## src/rtl/branch_update_buffer.sv

```systemverilog
// branch_update_buffer: buffers resolved conditional-branch outcomes until commit,
// then emits at most one registered predictor update per cycle in arrival order.
module branch_update_buffer #(
  parameter int NUM_IN = 2,
  parameter int SIZE   = 16,
  parameter int ID_LEN = 7,
  parameter int FID_W  = 5,
  parameter int OFF_W  = 3
) (
  input  logic                           clk,
  input  logic                           rst,
  input  logic [NUM_IN-1:0]              i_br_valid,
  input  logic [NUM_IN-1:0][ID_LEN-1:0]  i_br_sqn,
  input  logic [NUM_IN-1:0][FID_W-1:0]   i_br_fetch_id,
  input  logic [NUM_IN-1:0][OFF_W-1:0]   i_br_fetch_offs,
  input  logic [NUM_IN-1:0]              i_br_taken,
  input  logic [NUM_IN-1:0]              i_br_is_regular,
  input  logic [ID_LEN-1:0]              i_com_sqn,
  input  logic                           i_flush,
  input  logic [ID_LEN-1:0]              i_flush_sqn,
  output logic                           o_stall,
  output logic                           o_bp_valid,
  output logic [FID_W-1:0]               o_bp_fetch_id,
  output logic [OFF_W-1:0]               o_bp_fetch_offs,
  output logic                           o_bp_taken
);
  localparam int PW = $clog2(SIZE);
  localparam int CW = PW + 1;

  function automatic logic f_older(input logic [ID_LEN-1:0] a, input logic [ID_LEN-1:0] b);
    logic [ID_LEN-1:0] d;
    d = a - b;
    return d[ID_LEN-1];
  endfunction

  function automatic logic f_younger(input logic [ID_LEN-1:0] a, input logic [ID_LEN-1:0] b);
    logic [ID_LEN-1:0] d;
    d = a - b;
    return !d[ID_LEN-1] && d != '0;
  endfunction

  logic [SIZE-1:0]   r_valid;
  logic [ID_LEN-1:0] r_sqn  [SIZE];
  logic [FID_W-1:0]  r_fid  [SIZE];
  logic [OFF_W-1:0]  r_offs [SIZE];
  logic [SIZE-1:0]   r_taken;
  logic [PW-1:0]     r_head, r_tail;
  logic [CW-1:0]     r_count;
  logic              r_bp_valid;
  logic [FID_W-1:0]  r_bp_fid;
  logic [OFF_W-1:0]  r_bp_offs;
  logic              r_bp_taken;

  logic [NUM_IN-1:0] w_acc;
  logic [PW-1:0]     w_wr_idx [NUM_IN];
  logic [CW-1:0]     w_n_acc;
  logic              w_upd, w_deq;

  // Accepted inputs pack densely from tail in port order.
  always_comb begin
    w_n_acc = '0;
    for (int i = 0; i < NUM_IN; i++) begin
      w_acc[i] = i_br_valid[i] && i_br_is_regular[i] && !(i_flush && f_younger(i_br_sqn[i], i_flush_sqn));
      w_wr_idx[i] = r_tail + w_n_acc[PW-1:0];
      w_n_acc = w_n_acc + CW'(w_acc[i]);
    end
  end

  // Invalidated heads are reclaimed without an update; valid heads wait for commit.
  assign w_upd = r_count != '0 && r_valid[r_head] && f_older(r_sqn[r_head], i_com_sqn)
                 && !(i_flush && f_younger(r_sqn[r_head], i_flush_sqn));
  assign w_deq = r_count != '0 && (!r_valid[r_head] || w_upd);
  assign o_stall = !rst || (CW'(SIZE) - r_count) < CW'(NUM_IN);

  always_ff @(posedge clk) begin
    if (!rst) begin
      r_valid    <= '0;
      r_head     <= '0;
      r_tail     <= '0;
      r_count    <= '0;
      r_bp_valid <= 1'b0;
      r_bp_fid   <= '0;
      r_bp_offs  <= '0;
      r_bp_taken <= 1'b0;
    end else begin
      for (int j = 0; j < SIZE; j++)
        if (i_flush && f_younger(r_sqn[j], i_flush_sqn)) r_valid[j] <= 1'b0;
      for (int i = 0; i < NUM_IN; i++)
        if (w_acc[i]) begin
          r_valid[w_wr_idx[i]] <= 1'b1;
          r_sqn[w_wr_idx[i]]   <= i_br_sqn[i];
          r_fid[w_wr_idx[i]]   <= i_br_fetch_id[i];
          r_offs[w_wr_idx[i]]  <= i_br_fetch_offs[i];
          r_taken[w_wr_idx[i]] <= i_br_taken[i];
        end
      r_head     <= w_deq ? r_head + 1'b1 : r_head;
      r_tail     <= r_tail + w_n_acc[PW-1:0];
      r_count    <= r_count + w_n_acc - CW'(w_deq);
      r_bp_valid <= w_upd;
      if (w_upd) begin
        r_bp_fid   <= r_fid[r_head];
        r_bp_offs  <= r_offs[r_head];
        r_bp_taken <= r_taken[r_head];
      end
    end
  end

  assign o_bp_valid      = r_bp_valid;
  assign o_bp_fetch_id   = r_bp_fid;
  assign o_bp_fetch_offs = r_bp_offs;
  assign o_bp_taken      = r_bp_taken;
endmodule

```

## config.mk

```make
export PLATFORM = sky130hd
export DESIGN_NAME = branch_update_buffer
export DESIGN_NICKNAME = d
export VERILOG_FILES = /design/src/rtl/branch_update_buffer.sv
export SDC_FILE = /design/constraint.sdc
export NUM_CORES = 1
export LEC_CHECK = 0
export BUFFER_PORTS_ARGS = -buffer_cell sky130_fd_sc_hd__clkbuf_2
export CAP_MARGIN = 20
export CORE_ASPECT_RATIO = 2
export CORE_MARGIN = 4
export CORE_UTILIZATION = 58
export DETAILED_ROUTE_END_ITERATION = 8
export GPL_ROUTABILITY_DRIVEN = 0
export PLACE_DENSITY = 0.85
export SLEW_MARGIN = 20
export SYNTH_ARGS = -nofsm -noshare
export SYNTH_HDL_FRONTEND = slang
export SYNTH_SLANG_ARGS = --single-unit
```

## constraint.sdc

```tcl
create_clock -name clk -period 5 [get_ports clk]
set_input_delay 0.25 -clock clk [delete_from_list [all_inputs] [get_ports clk]]
set_output_delay 0.25 -clock clk [all_outputs]
set_load 0.05 [all_outputs]
```

### Yosys cells after proc, flatten, opt, wreduce, memory -nomap -nowiden

Memories as Yosys holds them, arrays and structs flattened. A register that Yosys moved wholly into a read port is not among the register bits.
Index checks and enable logic that the tools add are counted.

* flip-flop bits (word level): 47
* latch bits: 0
* memory bits (writable): 240
* memory bits (read-only): 0
* output and inout bits: 11
* logic and storage cells: 197
* memories kept: 3

* $add $sub $neg: 27
* multiply operators: 0
* div/mod/pow operators: 0
* magnitude comparators: 6
* equality and inequality tests: 0
* shift-type cells: 0
* multiplexer cells: 56
* bitwise logic cells: 2
* reduce and logical (&&, ||, !) cells: 96

Memory list
* r_sqn: depth 16, bits a word 7, rd ports 17, clocked after Yosys merged registers in 1, wr ports 2, RTL line 43 `logic [ID_LEN-1:0] r_sqn [SIZE];`
* r_fid: depth 16, bits a word 5, rd ports 1, clocked after Yosys merged registers in 1, wr ports 2, RTL line 44 `logic [FID_W-1:0] r_fid [SIZE];`
* r_offs: depth 16, bits a word 3, rd ports 1, clocked after Yosys merged registers in 1, wr ports 2, RTL line 45 `logic [OFF_W-1:0] r_offs [SIZE];`

Operators with widths (count)
* subtractor 7 bit: 20
* nonzero test 7 bit: 19
* 2-to-1 mux 16 bit: 6
* logical AND 1 bit: 48
* 2-to-1 mux 1 bit: 42
* bitwise mux 16 bit: 2
* OR 16 bit: 2
* logical NOT 1 bit: 26
* < comparator 4 x 5 -> 1 bit (second input constant): 3
* binary-select mux 1 bit (select 4 bit): 2
* demux 1 bit (select 4 bit): 2
* >= comparator 4 x 1 -> 1 bit (second input constant): 2
* 2-to-1 mux 4 bit: 2
* adder 5 x 2 -> 5 bit: 1
* < comparator 5 x 2 -> 1 bit (second input constant): 1
* nonzero test 5 bit: 1
* subtractor 5 x 1 -> 5 bit: 1
* subtractor 5 bit (first input constant): 1
* adder 4 x 1 -> 4 bit: 1
* adder 4 x 1 -> 4 bit (second input constant): 1
* adder 4 x 2 -> 4 bit: 1
* adder 1 x 1 -> 2 bit: 1
* logical OR 1 bit: 2

### Depth between registers and ports, before layout

Gate-level depths: netlist (run 1).

* depth in word-level cells: 13
* gate-level depth with buffers: 24
* depth with buffers taken out: 23

### Least setup slack after synthesis (run 1)

OpenSTA, ideal clock, no wires.

* path type: register to register
* start point: reg (tool-made name)
* end point: reg r_count[4]
* arrival time: 5.437 ns
* required time: 4.868 ns
* setup slack: -0.569 ns
* cell stages (with the launch flop): 23
* clock period less this slack: 5.569 ns
* cell sequence: dfxtp_1 -> buf_2 -> buf_1 -> mux4_2 -> mux4_2 -> fa_1 -> a21o_1 -> a2111oi_0 -> nor3_1 -> o31a_1 -> a2111oi_4 -> nor3_1 -> nor2_2 -> ha_1 -> inv_1 -> ha_1 -> inv_1 -> fa_1 -> inv_1 -> a21oi_1 -> nor2_1 -> or3_1 -> a21oi_1

RTL lines
* end signal: assignment: RTL line 98 `r_count <= r_count + w_n_acc - CW'(w_deq);`
* end: declaration: RTL line 48 `logic [CW-1:0] r_count;`

==> impl_metrics.yaml, run 1 <==
yosys:
  netlist_instances: 1724
  synth_edf_count: 256
  synth_area_leaders: "edfxtp_1 36%, mux2_2 13%, mux4_2 8.4%"
  yosys_warnings: 0
  async_reset_ff_frac: 0
  synth.distinct_cells: 75
  synth_seq_area_share: 0.4051
  ys_seq_elements: 299
  yosysTopAreaCell: "edfxtp_1"
  syn_nets: 1933
  netlist.area_leader.share: 0.3643
  avgSynthCellArea_um2: 12.24
  synth_area_mm2: 0.02110
  synthFlopType: "edfxtp_1"
outcome:
  violations: "negative setup slack"
  status: "finished, violations left"
cells_and_area:
  syn_to_final_growth_pct: 12.97
  final_cells: 2331
  fin_nets: 2070
  utilization: 0.6658
  final_area_mm2: 0.02384
  drive_gt1_frac: 0.3410
  final_common_cell: "edfxtp_1"
  mostFrequentLayoutCells: "256 x edfxtp_1, 240 x mux2_2, 130 x ha_1"
global_routing:
  antenna_found_initial: 1
  grt_util_met1: 0.3509
  grt_overflow_total: 0
  busiest_layer: "met2"
  grtUsageTotal: 0.3449
  grt_use_met2: 0.5901
  grt_pass1_vias: 16889
  grt_max_degree: 27
  met3_usage: 0.07073
  grt_pass1_wl_mm: 101.7
place:
  preCtsSetupSlack_ns: -0.2732
  port_buffers: 63
  placed_cells: 2278
  place_area_mm2: 0.02286
  dpl.hpwl_mm: 49.53
hold_path:
  hold_end: "r_sqn[13][0]"
  hold_class: "in2reg"
  hold_path_depth: 3
  hold_start: "i_br_sqn[7]"
route:
  drt.antenna.violating_nets: 0
  drc: 0
  drt_iter0_drc: 1663
  firstDrtPassIters: 8
  wl_mm: 69.33
  num_vias: 16358
  vias_per_cell: 7.018
  wl_per_cell_um: 29.74
sta:
  postLayoutSetupSlackWorst_ns: -0.2119
  period_needed_ns: 5.212
  fmax_ghz: 0.1919
  worst_slew_pin_slew_ns: 0.9787
  min_period_over_period: 1.042
  hold_slack_ns: 0.1208
  rsz0062_at_grt: "yes"
  hold_viol_final: 0
  relSlewSlack: 0.3466
  setup_violations: 2
  skew_ns: 0.02181
  final-max-slew-violation-count: 0
clock_network:
  htree_levels: 1
  hold_buffers: 0
  cts_root_buffer: "clkbuf_16"
  cts_buffer_depth: 3
  clkSinkCount: 299
  cts_tree: "done"
  clkTransAtPathRegs_ns: 0.07
  cts_buffers: 25
  clk_latency_ns: 0.58
power:
  peakVddDrop_mv: 0.3528
  power_leakage_nw: 9.016
  power_density_mw_per_mm2: 313.5
worst_setup_path:
  crit_type: "reg2reg"
  reg2reg_to: "r_count[4]"
  r2r_slack_ns: -0.21
  ff2ff_path_depth: 23
  cp.required_ns: 5.48
  cp-end-kind: "flop"
  cp_max_fo: 10
  start_kind: "flop"
  arrival_ns: 5.70
flow_run:
  max_cap_violations: 0
die:
  io_pins: 64
  start_util: 0.5894
  die_w_um: 142.9
  dieArea_mm2: 0.03968
  core_area_mm2: 0.03580
  rows: 98
  dieHeight_um: 277.8
worst max-delay path: stages, from the launching register on:
cell and delay (ns):
dfxtp_2 0.41, buf_12 0.18, mux4_2 0.58, mux4_2 0.56, fa_2 0.41, buf_6 0.14
a211oi_4 0.25, nor3_2 0.08, nor3_2 0.23, buf_4 0.15, o31ai_2 0.05, o221a_2 0.32
nor3_4 0.29, nor2_4 0.09, ha_4 0.27, inv_2 0.03, ha_4 0.15, inv_2 0.05
fa_2 0.22, inv_2 0.04, a21oi_2 0.12, nor2_2 0.04, or3_1 0.34, a21oi_1 0.14
synthesized netlist by cell type (16+ instances only):
| master | instances |
|---|---|
| xor2_1 | 41 |
| a21oi_1 | 58 |
| edfxtp_1 | 256 |
| dfxtp_1 | 43 |
| clkbuf_1 | 58 |
| mux4_2 | 79 |
| nor3_1 | 26 |
| buf_4 | 16 |
| inv_1 | 98 |
| nor2_1 | 67 |
| nand2b_1 | 30 |
| nor2b_1 | 41 |
| ha_1 | 135 |
| xnor2_1 | 28 |
| o21ai_0 | 66 |
| mux2_2 | 240 |
| a21o_1 | 39 |
| nand2_1 | 82 |
| mux2i_1 | 61 |
| nand3_1 | 18 |
| fa_1 | 21 |
worst max path at each step:
stage                             to  slack (ns)  cells after the start
after floorplan           r_count[4]       0.002                     24
after global placement    r_count[4]       -0.18                     25
after detailed placement  r_count[4]       -0.27                     25
after CTS                 r_count[4]       -0.11                     24
after global routing      r_count[4]       -0.33                     23
final                     r_count[4]       -0.21                     23
sequential cells by signal, indices dropped and copies added, names as in the netlist, named ones only:
name	count
r_offs	48
r_valid	16
r_count	5
o_bp_taken	1
o_bp_valid	1
r_tail	4
r_fid	80
r_taken	16
o_bp_fetch_offs	3
r_head	4
r_sqn	112
o_bp_fetch_id	5
metrics by stage:
stage / setup TNS, ns / power (mW)
floorplan: 0 / 4.529
global placement: -0.1757 / 5.161
detailed placement: -0.3964 / 5.267
CTS: -0.1094 / 7.298
global route: -0.5042 / 7.764
finish: -0.2491 / 7.474
layout make-up:
cell class,instances,area (µm²)
Tap cell,450,563.0
Antenna cell,1,2.502
Clock buffer,29,640.6
Timing Repair Buffer,200,1628
Multi-Input combinational cell,1237,11940
Sequential cell,299,8553
Inverter,98,367.9
Clock inverter,17,146.4
Fill cell,2414,11970
report_power, final:
| group | total [mW] | internal (mW) | switching, mW |
|---|---|---|---|
| clock | 1.97 | 1.03 | 0.934 |
| sequential | 2.88 | 2.79 | 0.0962 |
| combinational | 2.62 | 1.24 | 1.38 |
repair_timing:
item,CTS,global route
gates cloned,0,1
buffers inserted,3,3
hold endpoints to repair,0,0
endpoints found under the setup margin,4,4
resized for setup,25,13
pin swaps,14,15
per-layer routing:
layer | share of wire | routed length [µm]
met2 | 0.50 | 34720
met4 | 0.11 | 7920
met1 | 0.30 | 20560
met3 | 0.088 | 6111
met5 | 0.00020 | 14
cell families (layout without fill, tap and decap cells):
group           after synthesis  after routing  share of synthesized area
buf+inv                     188            344                    0.03694
compound gates              272            272                    0.08864
other cells                   0              1                          0
mux                         386            386                     0.2481
flops                       299            299                     0.4051
simple gates                354            354                    0.09267
xor+xnor                     69             69                    0.02864
fa+ha+maj                   156            156                    0.09996
Note: power is estimated with default switching activity, not from simulation.
==> run 2, diff against run 1 <==
BUFFER_PORTS_ARGS = -buffer_cell sky130_fd_sc_hd__buf_2   (was -buffer_cell sky130_fd_sc_hd__clkbuf_2)
SLEW_MARGIN = 15   (was 20)
==> run 2 against run 1 <==
  * The run still ends with negative setup slack left
  * First-iteration DRC count down 2.9%
  * Sequential share of layout area down 0.098 points
  * Register-to-register slack improved by 0.05 ns
  * Critical path depth is 2 lower
  * Clock power grew 4%
  * Die area unchanged
  * Final cell count increased by 0.43%
  * Largest cell class unchanged
  * Hold slack lost 0.032 ns
  * Clock-buffer cell count is 2 higher
  * Clock skew down 0.0027 ns
==> impl_metrics.yaml, run 2 (synthesis results as in run 1) <==
cells_and_area:
  largest_reg_flops: 112
  fin_nets: 2079
  syn_to_final_growth_pct: 13.28
  final_area_mm2: 0.02390
  final_cells: 2341
  drive_gt1_frac: 0.3425
  final_common_cell: "edfxtp_1"
  fillCellCount: 2454
  mostFrequentLayoutCells: "256 x edfxtp_1, 240 x mux2_2, 131 x ha_1"
place:
  place_area_mm2: 0.02284
  placed_cells: 2276
  dpl.hpwl_mm: 48.36
  port_buffers: 63
die:
  die_w_um: 142.9
  core_area_mm2: 0.03580
  io_pins: 64
  dieHeight_um: 277.8
  dieArea_mm2: 0.03968
  rows: 98
  start_util: 0.5894
worst_setup_path:
  crit_type: "reg2reg"
  arrival_ns: 5.59
  cp_slowest_cell: "mux4_2"
  critPathMaxStageDelay_ns: 0.63
  reg2reg_to: "r_count[2]"
  cp_top_family: "multiplexers"
  start_kind: "flop"
  crit_buf_inv: 6
  r2r_slack_ns: -0.17
  ff2ff_path_depth: 21
  cp_common_cell: "buf_4"
  cp_max_fo: 16
  cp-end-kind: "flop"
  crit_chain: "buf_12, buf_4, mux4_2, mux4_2, ha_1, xor2_1, a2111oi_4, nor3_2, o31a_1, a2111oi_4, nor3_4, nor2_4, ha_4, inv_2, ha_4, inv_4, fa_2, buf_4, buf_4, xor2_1, nor2_1"
  cp.required_ns: 5.43
  cp.depth: 21
power:
  peakVddDrop_mv: 0.2784
  total_power_mw: 7.585
  power_density_mw_per_mm2: 317.3
  power_leakage_nw: 9.043
sta:
  worst_slew_pin_slew_ns: 0.9557
  tns_ns: -0.3157
  rsz0062_at_grt: "yes"
  period_needed_ns: 5.166
  relSlewSlack: 0.3620
  hold_viol_final: 0
  hold_slack_ns: 0.08893
  fmax_ghz: 0.1936
  postLayoutSetupSlackWorst_ns: -0.1657
  setup_violations: 2
  min_period_over_period: 1.033
  final-max-slew-violation-count: 0
  skew_ns: 0.01909
hold_path:
  hold_end: "r_sqn[9][0]"
  hold_start: "i_br_sqn[7]"
  hold_path_depth: 3
  hold_class: "in2reg"
clock_network:
  cts_root_buffer: "clkbuf_16"
  cts_tree: "done"
  clk_latency_ns: 0.57
  clkTransAtPathRegs_ns: 0.07
  cts_buffers: 25
  cts_buffer_depth: 3
  htree_levels: 1
  clkSinkCount: 299
route:
  firstDrtPassIters: 6
  vias_per_cell: 6.970
  wl_mm: 67.21
  drt.antenna.violating_nets: 0
  wl_per_cell_um: 28.71
  drc: 0
  drt_iter0_drc: 1614
  num_vias: 16316
global_routing:
  antenna_found_initial: 3
  grt_pass1_vias: 16937
  grtUsageTotal: 0.3356
  grt_overflow_total: 0
  grt_pass1_wl_mm: 99.86
  grt_max_degree: 42
outcome:
  status: "finished, violations left"
  violations: "negative setup slack"
flow_run:
  max_cap_violations: 0
run 2: tightest hold or removal path, cell delays in order:
cell     delay (ns)
buf_2          0.16
nand2_1        0.06
o21ai_0        0.06
run 2: cell type report:
cell class	instances	area, µm²	share of cell area
clock inverter	15	173.9	0.007276
multi-input combinational	1237	11910	0.4981
timing repair buffer	209	1674	0.07003
antenna	2	5.005	0.0002094
clock buffer	31	658.1	0.02753
inverter	98	370.4	0.01549
sequential	299	8553	0.3578
tap	450	563.0	0.02355
run 2: stage by stage:
stage	worst slack (ns)	util
2_1_floorplan	0.001922	-
3_3_place_gp	-0.1674	0.6380
3_5_place_dp	-0.2687	0.6380
4_1_cts	-0.1048	0.6647
5_1_grt	-0.3062	0.6675
6_report	-0.1657	0.6676
run 2: report_power, final:
| group | total (mW) | leakage, nW | internal [mW] | switching, mW |
|---|---|---|---|---|
| sequential | 2.89 | 2.67 | 2.79 | 0.0970 |
| clock | 2.05 | 0.402 | 1.10 | 0.946 |
| combinational | 2.65 | 5.97 | 1.28 | 1.37 |
| total | 7.58 | 9.04 | 5.17 | 2.41 |
run 2: timing repair:
item | in CTS | in global routing
hold buffers | 0 | 0
setup buffers | 9 | 9
pin swaps | 13 | 13
resized for setup | 23 | 9
setup endpoints to repair | 4 | 4
endpoints found under the hold margin | 0 | 0
run 2: how the worst max path moves through the flow:
stage | from | end | slack [ns]
after floorplan | flop | r_count[4] | 0.002
after global placement | flop | r_count[4] | -0.17
after detailed placement | flop | r_count[4] | -0.27
after CTS | flop | r_count[4] | -0.10
after global routing | flop | r_count[2] | -0.31
final | flop | r_count[2] | -0.17
run 2: routing by layer:
metal / global-route usage / up-vias / share of wire
met2: 0.5704 / 1121 / 0.49
met4: 0.3137 / 4 / 0.12
met5: 0 / - / 0.00040
li1: - / 6861 / -
met3: 0.05641 / 462 / 0.082
met1: 0.3383 / 7868 / 0.30
==> run 3, diff against run 2 <==
CAP_MARGIN = 30   (was 20)
PLACE_DENSITY = 0.74   (was 0.85)
==> run 3 against run 2 <==
  * The flow still finishes with violations (negative setup slack)
  * First-iteration DRC count decreased by 21%
  * Die area unchanged
  * Sequential power about the same
  * Clock skew decreased by 0.0085 ns
  * Hold slack improved by 0.0045 ns
  * Sequential share of layout area decreased by 0.58 points
  * Total power increased by 2.6%
  * Cell area increased by 1.7%
  * Maximum frequency increased by 2.7%
==> impl_metrics.yaml, run 3 (synthesis results as in run 1) <==
sta:
  hold_slack_ns: 0.09346
  tns_ns: -0.03068
  final-max-slew-violation-count: 0
  rsz0062_at_grt: "yes"
  postLayoutSetupSlackWorst_ns: -0.03068
  hold_viol_final: 0
  period_needed_ns: 5.031
  worst_slew_pin_slew_ns: 0.9785
  skew_ns: 0.01058
  setup_violations: 1
  relSlewSlack: 0.3467
  fmax_ghz: 0.1988
  min_period_over_period: 1.006
global_routing:
  grt_overflow_total: 0
  antenna_found_initial: 2
  grt_max_degree: 37
  grtUsageTotal: 0.3373
  grt_pass1_vias: 16696
  grt_pass1_wl_mm: 99.35
hold_path:
  hold_class: "in2reg"
cells_and_area:
  mostFrequentLayoutCells: "256 x edfxtp_1, 240 x mux2_2, 174 x buf_4"
  utilization: 0.6790
  final_cells: 2386
  fin_nets: 2124
  final_common_cell: "edfxtp_1"
  syn_to_final_growth_pct: 15.21
  drive_gt1_frac: 0.3649
  largest_reg_flops: 112
  final_area_mm2: 0.02431
clock_network:
  clkTransAtPathRegs_ns: 0.07
  cts_tree: "done"
  clk_latency_ns: 0.57
  cts_buffer_depth: 3
  cts_root_buffer: "clkbuf_16"
  cts_buffers: 26
  htree_levels: 1
  clkSinkCount: 299
  hold_buffers: 0
route:
  drt.antenna.violating_nets: 0
  wl_per_cell_um: 28.29
  vias_per_cell: 6.708
  firstDrtPassIters: 5
  drt_iter0_drc: 1278
  wl_mm: 67.50
  num_vias: 16005
  drc: 0
place:
  port_buffers: 63
  dpl.hpwl_mm: 48.92
  place_area_mm2: 0.02304
  preCtsSetupSlack_ns: -0.4389
  placed_cells: 2318
power:
  intPower_mw: 5.323
  total_power_mw: 7.778
  power_frac_comb: 0.353
  switching_power_mw: 2.455
  power_leakage_nw: 9.287
  p_sw_frac: 0.3156
  peakVddDrop_mv: 0.4012
  power_density_mw_per_mm2: 319.9
  seq_power_share: 0.372
  clkPwrFrac: 0.275
worst_setup_path:
  crit_type: "reg2reg"
  cp-end-kind: "flop"
  cp.required_ns: 5.49
  critPathMaxStageDelay_ns: 0.55
  cp_max_fo: 5
  crit_chain: "buf_12, buf_8, mux4_2, mux4_2, buf_4, ha_4, xor2_2, a2111oi_4, nor3_2, o31a_1, a2111oi_4, nor3_4, nor2_4, ha_4, inv_2, ha_4, inv_2, fa_2, inv_2, a21oi_2, nor2_1, or3_1, a21oi_1"
  cp_slowest_cell: "mux4_2"
  start_kind: "flop"
  arrival_ns: 5.52
die:
  io_pins: 64
  core_area_mm2: 0.03580
  die_w_um: 142.9
  dieHeight_um: 277.8
  rows: 98
  dieArea_mm2: 0.03968
  start_util: 0.5894
flow_run:
  max_cap_violations: 0
outcome:
  status: "finished, violations left"
  violations: "negative setup slack"
==> run 3: layer usage <==
layer / global-route usage / share of wire / up-vias
met1: 0.3420 / 0.31 / 7854
li1: - / - / 6940
met4: 0.3086 / 0.12 / 2
met3: 0.04623 / 0.069 / 343
met2: 0.5818 / 0.51 / 866
met5: 0 / 0.00012 / -
==> run 3: worst paths after layout <==
| path | from | cells past startpoint | slack (ns) | to |
|---|---|---|---|---|
| worst max-delay path | flop | 23 | -0.03 | r_count[4] |
| worst min-delay path | i_br_sqn[7] | 3 | 0.09 | r_sqn[13][0] |
| worst max register to register | flop | 23 | -0.03 | r_count[4] |
| worst min register to register | o_bp_fetch_offs[0] | 2 | 0.46 | o_bp_fetch_offs[0] |
==> run 3: area by class of cell <==
class	instances	area, µm²
Tap cell	450	563.0
Multi-Input combinational cell	1237	12010
Clock inverter	12	127.6
Inverter	98	367.9
Clock buffer	36	770.7
Fill cell	2621	11490
Antenna cell	1	2.502
Sequential cell	299	8558
Timing Repair Buffer	253	1909
==> run 3: power by group through the flow <==
stage                     clock [mW]  combinational [mW]  sequential [mW]
after floorplan                    0                1.62             2.91
after global placement             0                2.29             2.94
after detailed placement           0                2.35             2.95
after CTS                       2.15                2.59             2.89
after global routing            2.25                2.92             2.90
final                           2.14                2.74             2.89
==> run 3: timing repair <==
action | 4_1_cts | 5_1_grt
setup endpoints to repair | 4 | 3
pin swaps | 15 | 21
gates resized for setup | 39 | 17
setup buffers | 16 | 5
==> run 3: worst max-delay path, delay by kind of cell (launching register included) <==
family | cells | cell delay, ns
simple gates | 5 | 0.80
compound gates | 5 | 1.28
flops | 1 | 0.37
fa+ha+maj | 4 | 0.73
buf+inv | 6 | 0.54
mux | 2 | 1.06
xor+xnor | 1 | 0.17
